--- config.mk ---
export PLATFORM = sky130hd
export DESIGN_NAME = mc_loader
export DESIGN_NICKNAME = d
export VERILOG_FILES = /design/src/rtl/mc_loader.sv
export SDC_FILE = /design/constraint.sdc
export NUM_CORES = 1
export LEC_CHECK = 0
export CAP_MARGIN = 20
export CELL_PAD_IN_SITES_DETAIL_PLACEMENT = 0
export CELL_PAD_IN_SITES_GLOBAL_PLACEMENT = 1
export CORE_UTILIZATION = 30
export CTS_CLUSTER_DIAMETER = 80
export DETAILED_ROUTE_END_ITERATION = 12
export PLACE_DENSITY_LB_ADDON = 0.15
export SLEW_MARGIN = 20
export SYNTH_ARGS = -nofsm -noshare
export SYNTH_HDL_FRONTEND = slang
export SYNTH_SLANG_ARGS = --single-unit
--- constraint.sdc ---
create_clock -name clk -period 3 [get_ports clk]
set_clock_uncertainty 0.2 [all_clocks]
set_input_delay 0.45 -clock clk [delete_from_list [all_inputs] [get_ports clk]]
set_output_delay 0.45 -clock clk [all_outputs]
set_load 0.05 [all_outputs]
--- src/rtl/mc_loader.sv ---
// rtl/mc_loader.sv - boot-time loader that assembles a byte stream into microcode words and writes the control store
// Ports:
//   clk, _reset            : clock, asynchronous active-low reset
//   start, load_base,      : load request; base address and word count captured
//   load_len               :   when a start is accepted in IDLE or DONE
//   byte_in, byte_valid,   : incoming byte stream, consumed when byte_valid & byte_ready
//   byte_ready             :
//   mc_addr, mc_data       : control-store address and write data
//   _mc_cs, _mc_w, _mc_oe  : control-store chip select, write strobe, output enable (all active-low)
//   busy, done             : load in progress / last requested load finished
module mc_loader #(
    parameter int WIDTH     = 64,
    parameter int ADDR_BITS = 8,
    parameter int WE_CYCLES = 2
) (
    input  logic                 clk,
    input  logic                 _reset,
    input  logic                 start,
    input  logic [ADDR_BITS-1:0] load_base,
    input  logic [ADDR_BITS:0]   load_len,
    input  logic [7:0]           byte_in,
    input  logic                 byte_valid,
    output logic                 byte_ready,
    output logic [ADDR_BITS-1:0] mc_addr,
    output logic [WIDTH-1:0]     mc_data,
    output logic                 _mc_cs,
    output logic                 _mc_w,
    output logic                 _mc_oe,
    output logic                 busy,
    output logic                 done
);
    localparam int BYTES = WIDTH / 8;
    localparam int CW    = (BYTES > 1) ? $clog2(BYTES) : 1;
    localparam int WCW   = (WE_CYCLES > 1) ? $clog2(WE_CYCLES) : 1;

    localparam logic [ADDR_BITS:0] LEN_MAX   = {1'b1, {ADDR_BITS{1'b0}}};
    localparam logic [ADDR_BITS:0] LEN_ONE   = {{ADDR_BITS{1'b0}}, 1'b1};
    localparam logic [CW-1:0]      BCNT_LAST = CW'(BYTES - 1);
    localparam logic [WCW-1:0]     WCNT_LAST = WCW'(WE_CYCLES - 1);

    typedef enum logic [2:0] {
        S_IDLE,
        S_FILL,
        S_SETUP,
        S_WRITE,
        S_HOLD,
        S_DONE
    } state_t;

    state_t               state_q,      state_d;
    logic [ADDR_BITS-1:0] mc_addr_q,    mc_addr_d;
    logic [WIDTH-1:0]     mc_data_q,    mc_data_d;
    logic [ADDR_BITS:0]   remaining_q,  remaining_d;
    logic [CW-1:0]        byte_cnt_q,   byte_cnt_d;
    logic [WCW-1:0]       we_cnt_q,     we_cnt_d;
    logic                 byte_ready_q, byte_ready_d;
    logic                 mc_cs_n_q,    mc_cs_n_d;
    logic                 mc_w_n_q,     mc_w_n_d;
    logic                 busy_q,       busy_d;
    logic                 done_q,       done_d;

    always_comb begin
        state_d     = state_q;
        mc_addr_d   = mc_addr_q;
        mc_data_d   = mc_data_q;
        remaining_d = remaining_q;
        byte_cnt_d  = byte_cnt_q;
        we_cnt_d    = we_cnt_q;

        case (state_q)
            S_IDLE, S_DONE: begin
                if (start) begin
                    mc_addr_d   = load_base;
                    remaining_d = (load_len > LEN_MAX) ? LEN_MAX : load_len;
                    byte_cnt_d  = '0;
                    state_d     = (load_len == '0) ? S_DONE : S_FILL;
                end
            end
            S_FILL: begin
                // byte_ready_q is high for every cycle spent in FILL
                if (byte_valid && byte_ready_q) begin
                    for (int k = 0; k < BYTES; k++) begin
                        if (byte_cnt_q == CW'(k)) begin
                            mc_data_d[8*k +: 8] = byte_in;
                        end
                    end
                    byte_cnt_d = byte_cnt_q + 1'b1;
                    if (byte_cnt_q == BCNT_LAST) begin
                        we_cnt_d = '0;
                        state_d  = S_SETUP;
                    end
                end
            end
            S_SETUP: begin
                state_d = S_WRITE;
            end
            S_WRITE: begin
                if (we_cnt_q == WCNT_LAST) begin
                    state_d = S_HOLD;
                end else begin
                    we_cnt_d = we_cnt_q + 1'b1;
                end
            end
            S_HOLD: begin
                mc_addr_d   = mc_addr_q + 1'b1;
                remaining_d = remaining_q - 1'b1;
                byte_cnt_d  = '0;
                state_d     = (remaining_q == LEN_ONE) ? S_DONE : S_FILL;
            end
            default: begin
                state_d = S_IDLE;
            end
        endcase

        // Outputs are registered from the next state so each pin is a clean flop.
        byte_ready_d = (state_d == S_FILL);
        mc_cs_n_d    = !(state_d inside {S_SETUP, S_WRITE, S_HOLD});
        mc_w_n_d     = (state_d != S_WRITE);
        busy_d       = state_d inside {S_FILL, S_SETUP, S_WRITE, S_HOLD};
        done_d       = (state_d == S_DONE);
    end

    always_ff @(posedge clk or negedge _reset) begin
        if (!_reset) begin
            state_q      <= S_IDLE;
            mc_addr_q    <= '0;
            mc_data_q    <= '0;
            remaining_q  <= '0;
            byte_cnt_q   <= '0;
            we_cnt_q     <= '0;
            byte_ready_q <= 1'b0;
            mc_cs_n_q    <= 1'b1;
            mc_w_n_q     <= 1'b1;
            busy_q       <= 1'b0;
            done_q       <= 1'b0;
        end else begin
            state_q      <= state_d;
            mc_addr_q    <= mc_addr_d;
            mc_data_q    <= mc_data_d;
            remaining_q  <= remaining_d;
            byte_cnt_q   <= byte_cnt_d;
            we_cnt_q     <= we_cnt_d;
            byte_ready_q <= byte_ready_d;
            mc_cs_n_q    <= mc_cs_n_d;
            mc_w_n_q     <= mc_w_n_d;
            busy_q       <= busy_d;
            done_q       <= done_d;
        end
    end

    assign byte_ready = byte_ready_q;
    assign mc_addr    = mc_addr_q;
    assign mc_data    = mc_data_q;
    assign _mc_cs     = mc_cs_n_q;
    assign _mc_w      = mc_w_n_q;
    assign _mc_oe     = 1'b1;
    assign busy       = busy_q;
    assign done       = done_q;
endmodule
==> Yosys cells after proc, flatten, opt, wreduce, memory -nomap -nowiden <==
Index checks and enable logic that the tools add are counted.
{ "totals": {"register_bits": 93, "out_inout_bits": 78} }
{ "classes": {"magnitude_cmp": 1, "n_mux": 19, "addsub": 4, "eq_ne": 22, "n_reduce_logical": 22} }
{ "ops": {"columns": ["op", "n"], "rows": [
  ["AND reduction 3 bit", 10],
  ["equality test 3 bit (second input constant)", 8],
  ["2-to-1 mux 3 bit", 8],
  ["equality test 3 x 2 -> 1 bit (second input constant)", 6],
  ["2-to-1 mux 9 bit", 2],
  ["one-hot mux 9 bit (2 select lines)", 1],
  ["one-hot mux 8 bit (2 select lines)", 1],
  ["one-hot mux 3 bit (5 select lines)", 1],
  ["equality test 3 x 1 -> 1 bit (second input constant)", 3],
  ["equality test 9 x 1 -> 1 bit (second input constant)", 1],
  ["greater-than comparator 9 bit (second input constant)", 1],
  ["zero test 9 bit", 1],
  ["one-hot mux 3 bit (3 select lines)", 1],
  ["subtractor 9 x 1 -> 9 bit (second input constant)", 1],
  ["adder 8 x 1 -> 8 bit (second input constant)", 1],
  ["2-to-1 mux 8 bit", 1],
  ["zero test 3 bit", 2],
  ["!= test 2 bit (second input constant)", 3],
  ["nonzero test 3 bit", 2],
  ["nonzero test 2 bit", 2],
  ["nonzero test 4 bit", 1],
  ["adder 3 x 1 -> 3 bit (second input constant)", 1],
  ["2-to-1 mux 1 bit", 3],
  ["!= test 3 x 2 -> 1 bit (second input constant)", 1],
  ["6 further kinds", 6]
]} }

==> Logic depth before layout (Yosys ltp) <==
{ "logic_depth": {"word_depth": 7, "depth_mapped": 6} }

==> Worst setup path before layout <==
No wires, ideal clock.
{ "synth_path": {"path_kind": "register -> register", "startpoint": "register state_q[1]", "endpoint": "register remaining_q[5]", "setup_slack_ps": 826, "t_required_ps": 2676, "stages_incl_launch_ff": 6, "n_path_buf": 1, "arrival_ps": 1850, "cell_sequence": "dfrtp_1 > buf_6 > or3b_4 > or4_4 > o311a_1 > a211o_1"} }
{ "synth_via": {"elab_chain_len": 4, "word_cells_on_any_way": 8, "classes_between": "3 x eq/ne; 1 x mux; 4 x reduce/logical"} }
{ "synth_rtl": {"columns": ["item", "line_no", "source"], "rows": [
  ["start, declared", "50", "state_t state_q, state_d;"],
  ["start signal, assigned", "137", "state_q <= state_d;"],
  ["equality test 3 bit or zero test 3 bit (tied branches)", "70", "case (state_q)"],
  ["OR reduction 2 bit", "70", null],
  ["!= test 2 bit (no line) or nonzero test 2 bit (tied branches)", null, null],
  ["AND reduction 2 bit (no line)", null, null],
  ["end signal, assigned", "140", "remaining_q <= remaining_d;"],
  ["end, declared", "53", "logic [ADDR_BITS:0] remaining_q, remaining_d;"]
]} }
Several ways; a longest one is shown, not always the timed one.
A chain may end at the register's enable or synchronous reset.

==> Final worst setup path <==
{ "layout_path": {"startpoint": "register state_q[2]", "endpoint": "register remaining_q[5]"} }
The elaborated chain is that of the path after synthesis.

==> reports/qor.yml <==
critPathKind: "flop to flop"
n_antenna_cell: 0
ctsRootBufferMaster: "clkbuf_16"
h-tree-depth: 3
synth_top_cell_area_share_pct: 56.26
rsz0062_at_grt: "no"
synthTopCellsByCount: "dfrtp_1, mux2_2, nand2_1, inv_1, nor2_1"
yosysWarningCount: 0
start_util_pct: 30.69
dp.cells: 592
drv_cap: 0
cts_tree: "done"
cp.arrival_ns: 2.50
clock_tree.buffer_depth: 2
worstReg2RegStart: "state_q[2]"
initialDrtViolationCount: 173
cts_made_buffers: 9
finalNonFillerCells: 608
cts_resized: 0
clk_latency_ns: 0.34
grt_antenna_before_repair: 0
numPortBuffers: 105
grt_usage_pct: 16.01
clkSlewWorstSetupHoldPaths_ns: 0.06
wl_per_cell_um: 17.37
syn-num-nets: 353
slew_viol_final: 0
ir_drop_mv: 0.6200
p_leak_uw: 0.002402
post_dp_cell_area_mm2: 0.005330
power_uw: 7190
drc_errors: 0
num_vias: 2904
fmax_mhz: 405.6
dieArea_mm2: 0.01396
synthesis.instances: 315
rows: 42
antenna_left: 0
dieHeight_um: 118.2
tightest_slew_ns: 0.6718
setup_viol: 0
avgSynthCellArea_um2: 12.85
synth_edf_count: 0
regToRegEndpoint: "remaining_q[5]"
crit_required_ns: 3.03
crit_end: "remaining_q[5]"
period_needed_ns: 2.466
synth_most_common_cell: "dfrtp_1"
postRouteWirelength_mm: 10.56
run_status: "finished clean"
cts_hold_buf: 1
ys_seq_area_share_pct: 57.56
final_hold_viol_count: 0
crit_path_max_fanout: 13
cts_setup_buffers: 0
fin_crit_sh_pct: 82.19
place_congestion: 0.8270
via_per_inst: 4.776
cts.sinks: 93
synth_top_cell_by_area: "dfrtp_1"
async_reset_ff_share_pct: 100.0
worstRegToRegCells: 4
r2r_slack_ns: 0.53
yosysUniqueCellTypes: 52
synth_area_mm2: 0.004048
grt_pass1_vias: 3042
grt_pass1_wl_mm: 16.91
gr-total-overflow: 0
io_pins: 107
endpoint_kind: "flop"
ys.flop_type: "dfrtp_1"
dp_hpwl_mm: 7.216
die_width_um: 118.2
grt_max_degree: 94
core_area_mm2: 0.01319
final_nets: 466
hold_path_class: "flop to flop"
synth-seq-cells: 93
area_delta_synth_final_pct: 38.52
synth_area_leaders: "dfrtp_1, mux2_2, ha_1"
cp-startpoint: "state_q[2]"
dr.pass1.iters: 4
finalSetupTns_ns: 0
start_kind: "flop"
p_per_area_mw_per_mm2: 1282
drive_gt1_share_pct: 22.69
relSlewSlack_pct: 54.87
finalInstanceArea_mm2: 0.005607
## state kept, by name, indices dropped and copies added (netlist names)
signal       flops
byte_ready       1
we_cnt_q         1
busy             1
mc_data         64
_mc_cs           1
remaining_q      9
_mc_w            1
done             1
byte_cnt_q       3
state_q          3
mc_addr          8
## final cells by class
| type | count | area, um^2 |
|---|---|---|
| multi-input cells | 196 | 1603 |
| inverters | 13 | 48.80 |
| clock buffers | 10 | 229.0 |
| repair buffers | 115 | 1139 |
| clock inverters | 5 | 37.54 |
| flip-flops and latches | 93 | 2330 |
| well taps | 176 | 220.2 |
| fillers | 1280 | 7584 |
## metal layers
metal	share of wire [%]	global-route usage, %
met1	45	20.18
met2	47	24.82
met3	7.0	6.322
met4	1.4	5.689
met5	0	0
## critical path: stages (launching register included)
cell and delay, ns:
dfrtp_1 0.58, or3b_4 0.53, or4_4 0.47, o311a_1 0.30
a211o_1 0.26
## through the flow
stage               setup slack [ns]  hold slack [ns]  util, %
finish                        0.5344           0.3080    42.51
global route                  0.4573           0.3253    42.51
CTS                           0.5275           0.3098    42.51
detailed placement            0.3792           0.2923    40.41
global placement              0.3981           0.2864    40.41
floorplan                     0.8261         -0.04559        -
## layout by cell type, fill, tap and decap left out, drive strengths merged, types with 3 or more instances in the layout
master         synthesis  routed
a211oi                 3       3
nor2                  12      12
a21oi                  5       5
nor4                   5       5
dfrtp                 91      91
inv                   13      14
a31oi                  4       4
nand3                 11      11
clkdlybuf4s50          0     104
ha                     9       9
nand2                 16      16
o21ai                  6       6
a22o                   4       4
and3                   5       5
mux2                  65      65
buf                    7      10
nor3                   7       7
nand2b                 3       3
clkbuf                 6      10
o211ai                 4       4
## report_power, final
| group | internal [uW] | switching [uW] | leakage (uW) |
|---|---|---|---|
| Clock | 560 | 489 | 0.000125 |
| Sequential | 1830 | 399 | 0.00115 |
| Combinational | 1430 | 2480 | 0.00113 |
| Total | 3820 | 3370 | 0.00240 |
## worst min path at each step
stage                startpoint           to  depth (start not counted)
finish              mc_data[26]  mc_data[26]                          1
global route        mc_data[57]  mc_data[57]                          1
CTS                 mc_data[16]  mc_data[16]                          1
detailed placement  mc_data[39]  mc_data[39]                          1
global placement    mc_data[37]  mc_data[37]                          1
floorplan                _reset         busy                          0
## kinds of logic (layout without fill, tap and decap cells)
kind of cell    after synthesis  in the layout  synth area share [%]
compound gates               45             45                 8.285
buf+inv                      26            143                 2.844
mux                          66             66                 18.33
xor+xnor                      1              1                0.2164
flops                        93             93                 57.56
other cells                   1              1               0.09265
simple gates                 73             73                 9.644
fa+ha+maj                    10             10                 3.029
Note: power is estimated with default switching activity, not from simulation.
